==> config.mk <==
export PLATFORM = sky130hd
export DESIGN_NAME = loop_add_const_pipe
export DESIGN_NICKNAME = d
export VERILOG_FILES = /design/src/rtl/loop_add_const_pipe.sv
export SDC_FILE = /design/constraint.sdc
export NUM_CORES = 1
export LEC_CHECK = 0
export ABC_CLOCK_PERIOD_IN_PS = 4000
export BUFFER_PORTS_ARGS = -buffer_cell sky130_fd_sc_hd__buf_4
export CORE_ASPECT_RATIO = 1.1
export CORE_MARGIN = 4
export CORE_UTILIZATION = 40
export DETAILED_ROUTE_END_ITERATION = 12
export GPL_ROUTABILITY_DRIVEN = 0
export PLACE_DENSITY_LB_ADDON = 0.05
export SETUP_SLACK_MARGIN = 0.15
export SYNTH_ARGS = -nofsm -noshare
export SYNTH_HDL_FRONTEND = slang
export SYNTH_SLANG_ARGS = --single-unit
export TNS_END_PERCENT = 5
==> constraint.sdc <==
create_clock -name clk -period 4 [get_ports clk]
set_input_delay 0.2 -clock clk [delete_from_list [all_inputs] [get_ports clk]]
set_output_delay 0.2 -clock clk [all_outputs]
set_load 0.05 [all_outputs]
==> src/rtl/loop_add_const_pipe.sv <==
// II=1 loop kernel: mem[DST_BASE+k] = mem[SRC_BASE+k] + addend over one RAM2 read/write port pair.
// Define LOOP_ADD_SAT_EN for an unsigned saturating add instead of the wrapping add.
module loop_add_const_pipe #(
  parameter int DATA_W     = 32,
  parameter int ADDR_W     = 5,
  parameter int TRIP_COUNT = 6,
  parameter int SRC_BASE   = 10,
  parameter int DST_BASE   = 0,
  parameter int RD_LAT     = 1
) (
  input  logic              clk,
  input  logic              rst,
  input  logic              start,
  input  logic [DATA_W-1:0] addend,
  output logic              busy,
  output logic              valid,
  output logic [ADDR_W-1:0] raddr_0,
  input  logic [DATA_W-1:0] rdata_0,
  output logic [ADDR_W-1:0] waddr_0,
  output logic [DATA_W-1:0] wdata_0,
  output logic              wen_0
);

  localparam int CW = (TRIP_COUNT < 1) ? 1 : $clog2(TRIP_COUNT + 1);
  localparam logic [ADDR_W-1:0] SRC0 = ADDR_W'(SRC_BASE);
  localparam logic [ADDR_W-1:0] DST0 = ADDR_W'(DST_BASE);

  generate
    if (TRIP_COUNT < 1) begin : g_bad_trip
      $error("loop_add_const_pipe: TRIP_COUNT must be >= 1");
    end
    if (RD_LAT < 0 || RD_LAT > 2) begin : g_bad_lat
      $error("loop_add_const_pipe: RD_LAT must be 0, 1 or 2");
    end
  endgenerate

  typedef enum logic [1:0] {
    S_IDLE,
    S_RUN,
    S_DRAIN,
    S_DONE
  } state_t;

  state_t            r_state;
  state_t            w_next;
  logic [CW-1:0]     r_icnt;
  logic [CW-1:0]     r_wcnt;
  logic [RD_LAT:0]   r_vld;
  logic [DATA_W-1:0] r_addend;
  logic [DATA_W-1:0] w_res;
  logic              w_accept;
  logic              w_issue;
  logic              w_last_issue;

  assign w_accept = start && (r_state == S_IDLE || r_state == S_DONE);
  assign w_issue  = w_accept || (r_state == S_RUN);

  // Accept edge issues element 0; a single-trip run is done issuing there.
  assign w_last_issue =
    (w_accept && TRIP_COUNT == 1) ||
    (r_state == S_RUN && r_icnt == CW'(TRIP_COUNT - 1));

`ifdef LOOP_ADD_SAT_EN
  logic [DATA_W:0] w_sum;
  assign w_sum = {1'b0, rdata_0} + {1'b0, r_addend};
  assign w_res = w_sum[DATA_W] ? '1 : w_sum[DATA_W-1:0];
`else
  assign w_res = rdata_0 + r_addend;
`endif

  always_ff @(posedge clk) begin
    if (rst) r_state <= S_IDLE;
    else     r_state <= w_next;
  end

  always_comb begin
    w_next = r_state;
    unique case (r_state)
      S_IDLE, S_DONE: begin
        if (w_accept) w_next = w_last_issue ? S_DRAIN : S_RUN;
      end
      S_RUN: begin
        if (w_last_issue) w_next = S_DRAIN;
      end
      S_DRAIN: begin
        if (wen_0 && r_wcnt == CW'(TRIP_COUNT)) w_next = S_DONE;
      end
      default: w_next = S_IDLE;
    endcase
  end

  always_comb begin
    busy  = (r_state == S_RUN) || (r_state == S_DRAIN);
    valid = (r_state == S_DONE);
  end

  always_ff @(posedge clk) begin
    if (rst) begin
      raddr_0  <= '0;
      waddr_0  <= '0;
      wdata_0  <= '0;
      wen_0    <= 1'b0;
      r_vld    <= '0;
      r_icnt   <= '0;
      r_wcnt   <= '0;
      r_addend <= '0;
    end else begin
      wen_0 <= 1'b0;
      if (w_accept) begin
        r_addend <= addend;
        raddr_0  <= SRC0;
        r_icnt   <= CW'(1);
        r_wcnt   <= '0;
      end else if (r_state == S_RUN) begin
        raddr_0 <= raddr_0 + ADDR_W'(1);
        r_icnt  <= r_icnt + CW'(1);
      end
      // r_vld[j]: the address issued j edges ago is in flight
      r_vld[0] <= w_issue;
      for (int j = RD_LAT; j > 0; j--) begin
        r_vld[j] <= r_vld[j-1];
      end
      if (r_vld[RD_LAT]) begin
        wen_0   <= 1'b1;
        wdata_0 <= w_res;
        waddr_0 <= (r_wcnt == '0) ? DST0 : waddr_0 + ADDR_W'(1);
        r_wcnt  <= r_wcnt + CW'(1);
      end
    end
  end

endmodule

Yosys cells after proc, flatten, opt, wreduce, memory -nomap -nowiden:

Cells that the tools add are included.
Widths: inputs -> output; s select.

* equality and inequality tests: 8
* add/sub/neg operators: 5
* reductions and logical operators: 13
* multiplexer cells: 13

Operators by type and width (number)
* $add 32x32->32: 1
* $add 5x1->5 const B: 2
* $mux 2: 4
* $mux 4: 2
* $add 3x1->3 const B: 2
* $eq 3x3->1 const B: 2
* $mux 3: 2
* $ne 2x2->1 const B: 3
* $pmux 2 s3: 1
* $mux 5: 1
* $eq 2x2->1 const B: 2
* $reduce_bool 2->1: 2
* $reduce_or 2->1: 2
* $logic_and 1x1->1: 3
* $logic_not 3->1: 1
* $logic_or 1x1->1: 3
* $mux 1: 3
* $reduce_and 3->1: 1
* $eq 2x1->1 const B: 1
* $logic_not 2->1: 1

* word-level logic and storage cells: 50
* output and inout bits: 45
* input bits: 67
* register bits after elaboration: 85

Longest topological paths before layout:

Gate-level depths: netlist (run 1).

* depth after elaboration: 5
* gate-level depth with buffers: 10

Least setup slack after synthesis (run 1):

No wires, ideal clock.

* path kind: register to register
* start: register r_addend[0]
* end: register wdata_0[28]
* library setup time: 0.130 ns
* required time: 3.870 ns
* cell stages (with the launch flop): 11
* slack: 1.422 ns
* data arrival time: 2.448 ns
* clock period less this slack: 2.578 ns
* cells stage by stage: dfxtp_1 ha_1 fa_1 a211o_1 a211oi_1 nor2_1 o21a_1 a41oi_1 o31ai_1 xnor2_1 o21ai_0

* cells in the longest elaborated chain, start to end: 1

RTL lines
* from (decl): RTL line 49 `logic [DATA_W-1:0] r_addend;`
* from (signal assigned): RTL line 110 `r_addend <= addend;`
* $add 32x32->32: RTL line 68 `assign w_res = rdata_0 + r_addend;`
* to (signal assigned): RTL line 125 `wdata_0 <= w_res;`
* to (decl): RTL line 20 `output logic [DATA_W-1:0] wdata_0,`

No other way between the ends.
A chain may end at the register's enable or synchronous reset.

Worst setup path in the final report (run 1):

Ends and elaborated chain as after synthesis.

==> out/metrics.cfg, run 1 <==
[status]
outcome=complete, no violations

[logic_synthesis]
synth_nets=692
netlist_instances=582
ys_ff_latch=85
syn_area_sq_um=4770
synth_area_leader_cell=dfxtp_1
synth_edf_count=0
async_flop_share=0
synth_flop_cell=dfxtp_1
ys_seq_area_frac=0.356
avgSynthCellArea_sq_um=8.20
synth_cell_type_count=58
synth_area_leaders=dfxtp_1 36%, ha_1 11%, nand2_1 8.1%
synth_top_area_frac=0.356
yosys_warnings=0

[pwr]
internal_power_mw=2.02
pwr-share-clk=0.219
irDropWorstVdd_mv=0.472
p_leak_nw=2.64
switching_share=0.420
p_per_area_nw_per_um2=584
seqPwrFrac=0.325
combPwrFrac=0.455
p_sw_mw=1.47

[placement]
dp_hpwl_microns=9510
io_buffers=111

[clocking]
path_clk_slew_ns=0.06
cts_max_level=3
cts_resized=0
root_buffer=clkbuf_16
clock_latency_ns=0.34
cts_hold_buffers=0
cts-buffers-inserted=9
clock_path_buffers=2
clock_sinks=85
cts_tree=yes
cts_setup_buffers=0

[final_layout]
nFillCells=1181
num_antenna_cells=0
multi_input_area_sq_um=2900
area_delta_synth_final_pct=25.3
drive_above_1_share=0.204
fin_nets=788
final_core_util=0.516
regArea_sq_um=1700

[setup_path]
worst-setup-path-type=reg2reg
crit_arrival_ns=3.11
path_max_fanout=3
worstPathRequired_ns=4.21
critPathCaptureType=register
worstSetupStartpointType=register

[job]
cap_violations=0

[detailed_routing]
ant_nets=0
post-route-drc-count=0
wirelength_microns=13000
viasPerCell=5.28
drt_first_iter_violations=186
num_vias=4394
wl_per_cell_microns=15.6
first_pass_iters=5

[sta]
finalSetupTns_ns=0
report.final.slew_viol_count=0
final_hold_viol_count=0
finalCriticalPeriod_ns=2.90
period_share=0.724
worstMarginPinSlew_ns=0.926
setup_violations=0
fmaxAchievable_mhz=345
slew_headroom=0.382
rsz0062_at_grt=no
fin_worst_skew_ns=0.00479

[die]
core_sq_um=11600
start_util=0.412
io_pins=112
die_w_microns=112
die-area_sq_um=13700
dieHeight_microns=123
rows=41

[grt]
grt_pass1_vias=4331
grt_max_degree=75
track_usage=0.191
grt.overflow.total=0
grt_antenna_before_repair=0
grt_pass1_wl_microns=21300

[hold_path]
min_path_type=in2reg

[metal layers]
layer	global-route usage	share of wire	up-vias
met4	0.0676	0.014	0
met2	0.312	0.47	112
li1	-	-	2253
met1	0.248	0.46	2016
met5	0	0	-
met3	0.0459	0.054	13
[synth_stat cells, types with 2 or more instances]
cell type    n
nand2_1    103
dfxtp_1     85
a21oi_1     70
ha_1        42
nor2_1      39
clkbuf_1    25
xnor2_1     17
inv_1       16
mux2i_1     16
o21ai_0     16
xor2_1      16
nand3_1     14
a21o_1      13
nor3_1      12
nand4_1      9
a211oi_1     7
o21bai_1     7
a31oi_1      5
and2_1       4
buf_1        4
o211ai_1     4
o21a_1       4
o21ai_1      4
and3_1       3
nor2b_1      3
a211o_1      2
a221o_1      2
a311o_1      2
a31o_2       2
a41oi_1      2
and4_1       2
nor4_1       2
nor4b_1      2
o22ai_1      2
o31ai_1      2
o41ai_1      2
[worst max-delay path, stage by stage, from the launching register on]
cell and delay (ns):
dfxtp_1 0.31, ha_1 0.21, fa_1 0.43, a211o_1 0.36, a211oi_1 0.30, nor2_1 0.15
o21a_1 0.24, a41oi_1 0.38, o31ai_1 0.16, xnor2_1 0.15, o21ai_0 0.09
[cell type report]
| type | instances | area share |
|---|---|---|
| Multi-Input combinational cell | 451 | 0.485 |
| Sequential cell | 85 | 0.285 |
| Timing Repair Buffer | 115 | 0.144 |
| Clock buffer | 10 | 0.0400 |
| Tap cell | 150 | 0.0314 |
| Inverter | 16 | 0.0100 |
| Clock inverter | 5 | 0.00460 |
[flip-flops by register name, indices dropped and copies added (netlist names)]
name      flops
waddr_0       5
r_addend     32
r_wcnt        3
r_state       2
r_vld         2
r_icnt        3
wen_0         1
raddr_0       5
wdata_0      32
[path summary, 6_finish.rpt]
kind                                   from      endpoint  slack, ns  depth (start not counted)
worst min register to register     r_vld[0]      r_vld[1]       0.44                          1
worst max-delay path            r_addend[0]   wdata_0[28]       1.10                         10
worst min-delay path             addend[28]  r_addend[28]       0.10                          3
worst max register to register  r_addend[0]   wdata_0[28]       1.10                         10
[per-stage QoR]
stage | worst slack, ns | hold WS, ns | total power, mW | instance area, sq um | std cells
floorplan | 1.42 | 0.336 | 2.30 | 4770 | 582
global placement | 1.12 | 0.421 | 2.73 | 5710 | 817
detailed placement | 1.06 | 0.430 | 2.75 | 5710 | 817
CTS | 1.05 | 0.0907 | 3.52 | 5980 | 832
global route | 0.865 | 0.101 | 3.74 | 5980 | 832
finish | 1.10 | 0.102 | 3.49 | 5980 | 832
[cell families after synthesis]
logic type,count (synthesis),synth area share
fa+ha+maj,43,0.114
mux,17,0.0359
simple gates,196,0.178
compound gates,162,0.219
flops,85,0.356
buf+inv,46,0.0364
xor+xnor,33,0.0605
[cells in the final DEF, fill, tap and decap left out, drive strengths merged, types with 3 or more instances in the layout]
cell,count
nor3,12
o41ai,3
inv,16
nor2b,3
nand3,14
a211oi,7
o211ai,4
clkbuf,10
a21oi,71
and3,3
a21o,13
dfxtp,85
o21bai,7
a31oi,5
clkinv,4
and2,4
o21ai,20
xnor2,17
nor2,39
o21a,4
nand2,103
mux2i,16
buf,115
xor2,16
nand4,9
ha,42
[power groups by stage]
stage	Combinational (mW)	Sequential, mW	Clock [mW]
after floorplan	0.951	1.35	0
after global placement	1.58	1.15	0
after detailed placement	1.60	1.15	0
after CTS	1.60	1.14	0.786
after global routing	1.76	1.16	0.826
final	1.59	1.14	0.766
Note: power is estimated with default switching activity, not from simulation.
==> inputs of run 2 (changes only) <==
ABC_CLOCK_PERIOD_IN_PS = 3010   (was 4000)
clock period = 3.01 ns   (was 4 ns; I/O delays follow)
==> out/metrics.cfg, run 2 (same netlist as run 1, synthesis figures left out) <==
[status]
outcome=complete, no violations

[placement]
place_area_sq_um=5740  ; +0.48%
io_buffers=111  ; unchanged
placed_cells=819  ; +0.24%
pre_cts_slack_ns=0.103  ; -0.961 ns
dp_hpwl_microns=9600  ; +1.0%

[grt]
grt_pass1_wl_microns=21500  ; +0.74%
grt_antenna_before_repair=0  ; unchanged
grt_pass1_vias=4333  ; +0.046%
track_usage=0.192  ; +0.00106
grt_max_degree=42  ; -44%
grt.overflow.total=0  ; unchanged

[clocking]
clock_sinks=85  ; unchanged
path_clk_slew_ns=0.06  ; about the same
cts-buffers-inserted=9  ; unchanged
root_buffer=clkbuf_16
cts_hold_buffers=0  ; unchanged
clock_latency_ns=0.34  ; about the same
cts_tree=yes
clock_path_buffers=2  ; unchanged
cts_max_level=3  ; unchanged

[detailed_routing]
first_pass_iters=5  ; unchanged
drt_first_iter_violations=191  ; +2.7%
wirelength_microns=13000  ; +0.32%
viasPerCell=5.34  ; +1.1%
wl_per_cell_microns=15.6  ; -0.16%
post-route-drc-count=0  ; unchanged
ant_nets=0  ; unchanged
num_vias=4465  ; +1.6%

[final_layout]
num_antenna_cells=0  ; unchanged
drive_above_1_share=0.211  ; +0.00756
reg_top3=r_addend x32, wdata_0 x32
design_area_sq_um=6090  ; +1.9%
area_delta_synth_final_pct=27.6
final_cell_mix=117 x buf_4, 103 x nand2_1, 84 x dfxtp_1
fin_nets=791  ; +0.38%
layout_commonest_cell=buf_4
layout.cells.non_filler=836  ; +0.48%

[die]
io_pins=112  ; unchanged
rows=41  ; unchanged
start_util=0.412  ; unchanged
dieHeight_microns=123  ; unchanged
die_w_microns=112  ; unchanged
core_sq_um=11600  ; unchanged
die-area_sq_um=13700  ; unchanged

[setup_path]
critPathCaptureType=register
crit_arrival_ns=2.92  ; -0.19 ns
worst-setup-path-type=reg2reg
worstSetupStartpointType=register
rrSetupSlack_ns=0.30  ; -0.80 ns
path_max_fanout=3  ; unchanged
worstPathRequired_ns=3.21  ; -1.00 ns

[sta]
setup_violations=0  ; unchanged
rsz0062_at_grt=yes
hold_ws_ns=0.0546  ; -0.0476 ns
finalWorstSetupSlack_ns=0.298  ; -0.804 ns
worstMarginPinSlew_ns=0.774  ; -0.152 ns
finalCriticalPeriod_ns=2.71  ; -0.186 ns
final_hold_viol_count=0  ; unchanged
fmaxAchievable_mhz=369  ; +6.8%
period_share=0.901  ; +0.177
report.final.slew_viol_count=0  ; unchanged
finalSetupTns_ns=0  ; unchanged
fin_worst_skew_ns=0.00879  ; +0.00399 ns
slew_headroom=0.483  ; +0.101

[pwr]
p_leak_nw=2.69  ; +1.9%
irDropWorstVdd_mv=0.570  ; +21%
p_per_area_nw_per_um2=801  ; +37%

[hold_path]
min_path_type=in2reg

[job]
cap_violations=0  ; unchanged

==> run 2: changes by cell type in the layout (fill, tap and decap cells not counted), sizes merged <==
| cell | previous run | this run |
|---|---|---|
| buf | 115 | 118 |
| bufinv | 0 | 2 |
| clkbuf | 10 | 12 |
| clkinv | 4 | 2 |
| clkinvlp | 1 | 0 |
==> run 2: critical path, stage by stage (launching register included) <==
cell	delay, ns
dfxtp_1	0.31
ha_1	0.21
fa_1	0.43
a211o_1	0.36
a211oi_2	0.24
nor2_1	0.13
o21a_1	0.26
a41oi_2	0.27
buf_4	0.16
xor2_1	0.12
o21ai_0	0.08
==> run 2: where the power goes <==
part | switching [mW] | total [mW] | internal [mW]
Clock | 0.448 | 1.22 | 0.770
Sequential | 0.159 | 1.51 | 1.35
Combinational | 1.35 | 2.15 | 0.800
Total | 1.96 | 4.88 | 2.92
==> run 2: area by class of cell <==
class                      count  area, sq um
tap                          150          188
sequential                    85         1700
multi-input combinational    451         2920
timing repair buffer         118          898
clock inverter                 4         70.1
inverter                      16         60.1
clock buffer                  12          256
fill                        1159         5500
==> run 2: what timing repair did <==
item / in CTS / in global routing
resized for setup: 1 / 3
buffers inserted: 0 / 1
hold endpoints to repair: 0 / 0
setup endpoints to repair: 2 / 10
pin swaps: 0 / 1
==> run 2: through the flow <==
step | util | power [mW]
2_1_floorplan | - | 3.05
3_3_place_gp | 0.495 | 3.65
3_5_place_dp | 0.495 | 3.68
4_1_cts | 0.524 | 4.91
5_1_grt | 0.525 | 5.22
6_report | 0.525 | 4.88
==> run 2: path summary, 6_finish.rpt <==
kind | start | endpoint | cells past startpoint
max | r_addend[0] | wdata_0[20] | 10
min | addend[0] | r_addend[0] | 3
max reg2reg | r_addend[0] | wdata_0[20] | 10
min reg2reg | r_vld[0] | r_vld[1] | 1
==> run 2: layer usage <==
| metal | GRT usage | wire length, microns |
|---|---|---|
| met1 | 0.257 | 6130 |
| met2 | 0.303 | 5840 |
| met3 | 0.0404 | 777 |
| met4 | 0.0781 | 284 |
| met5 | 0 | 0 |
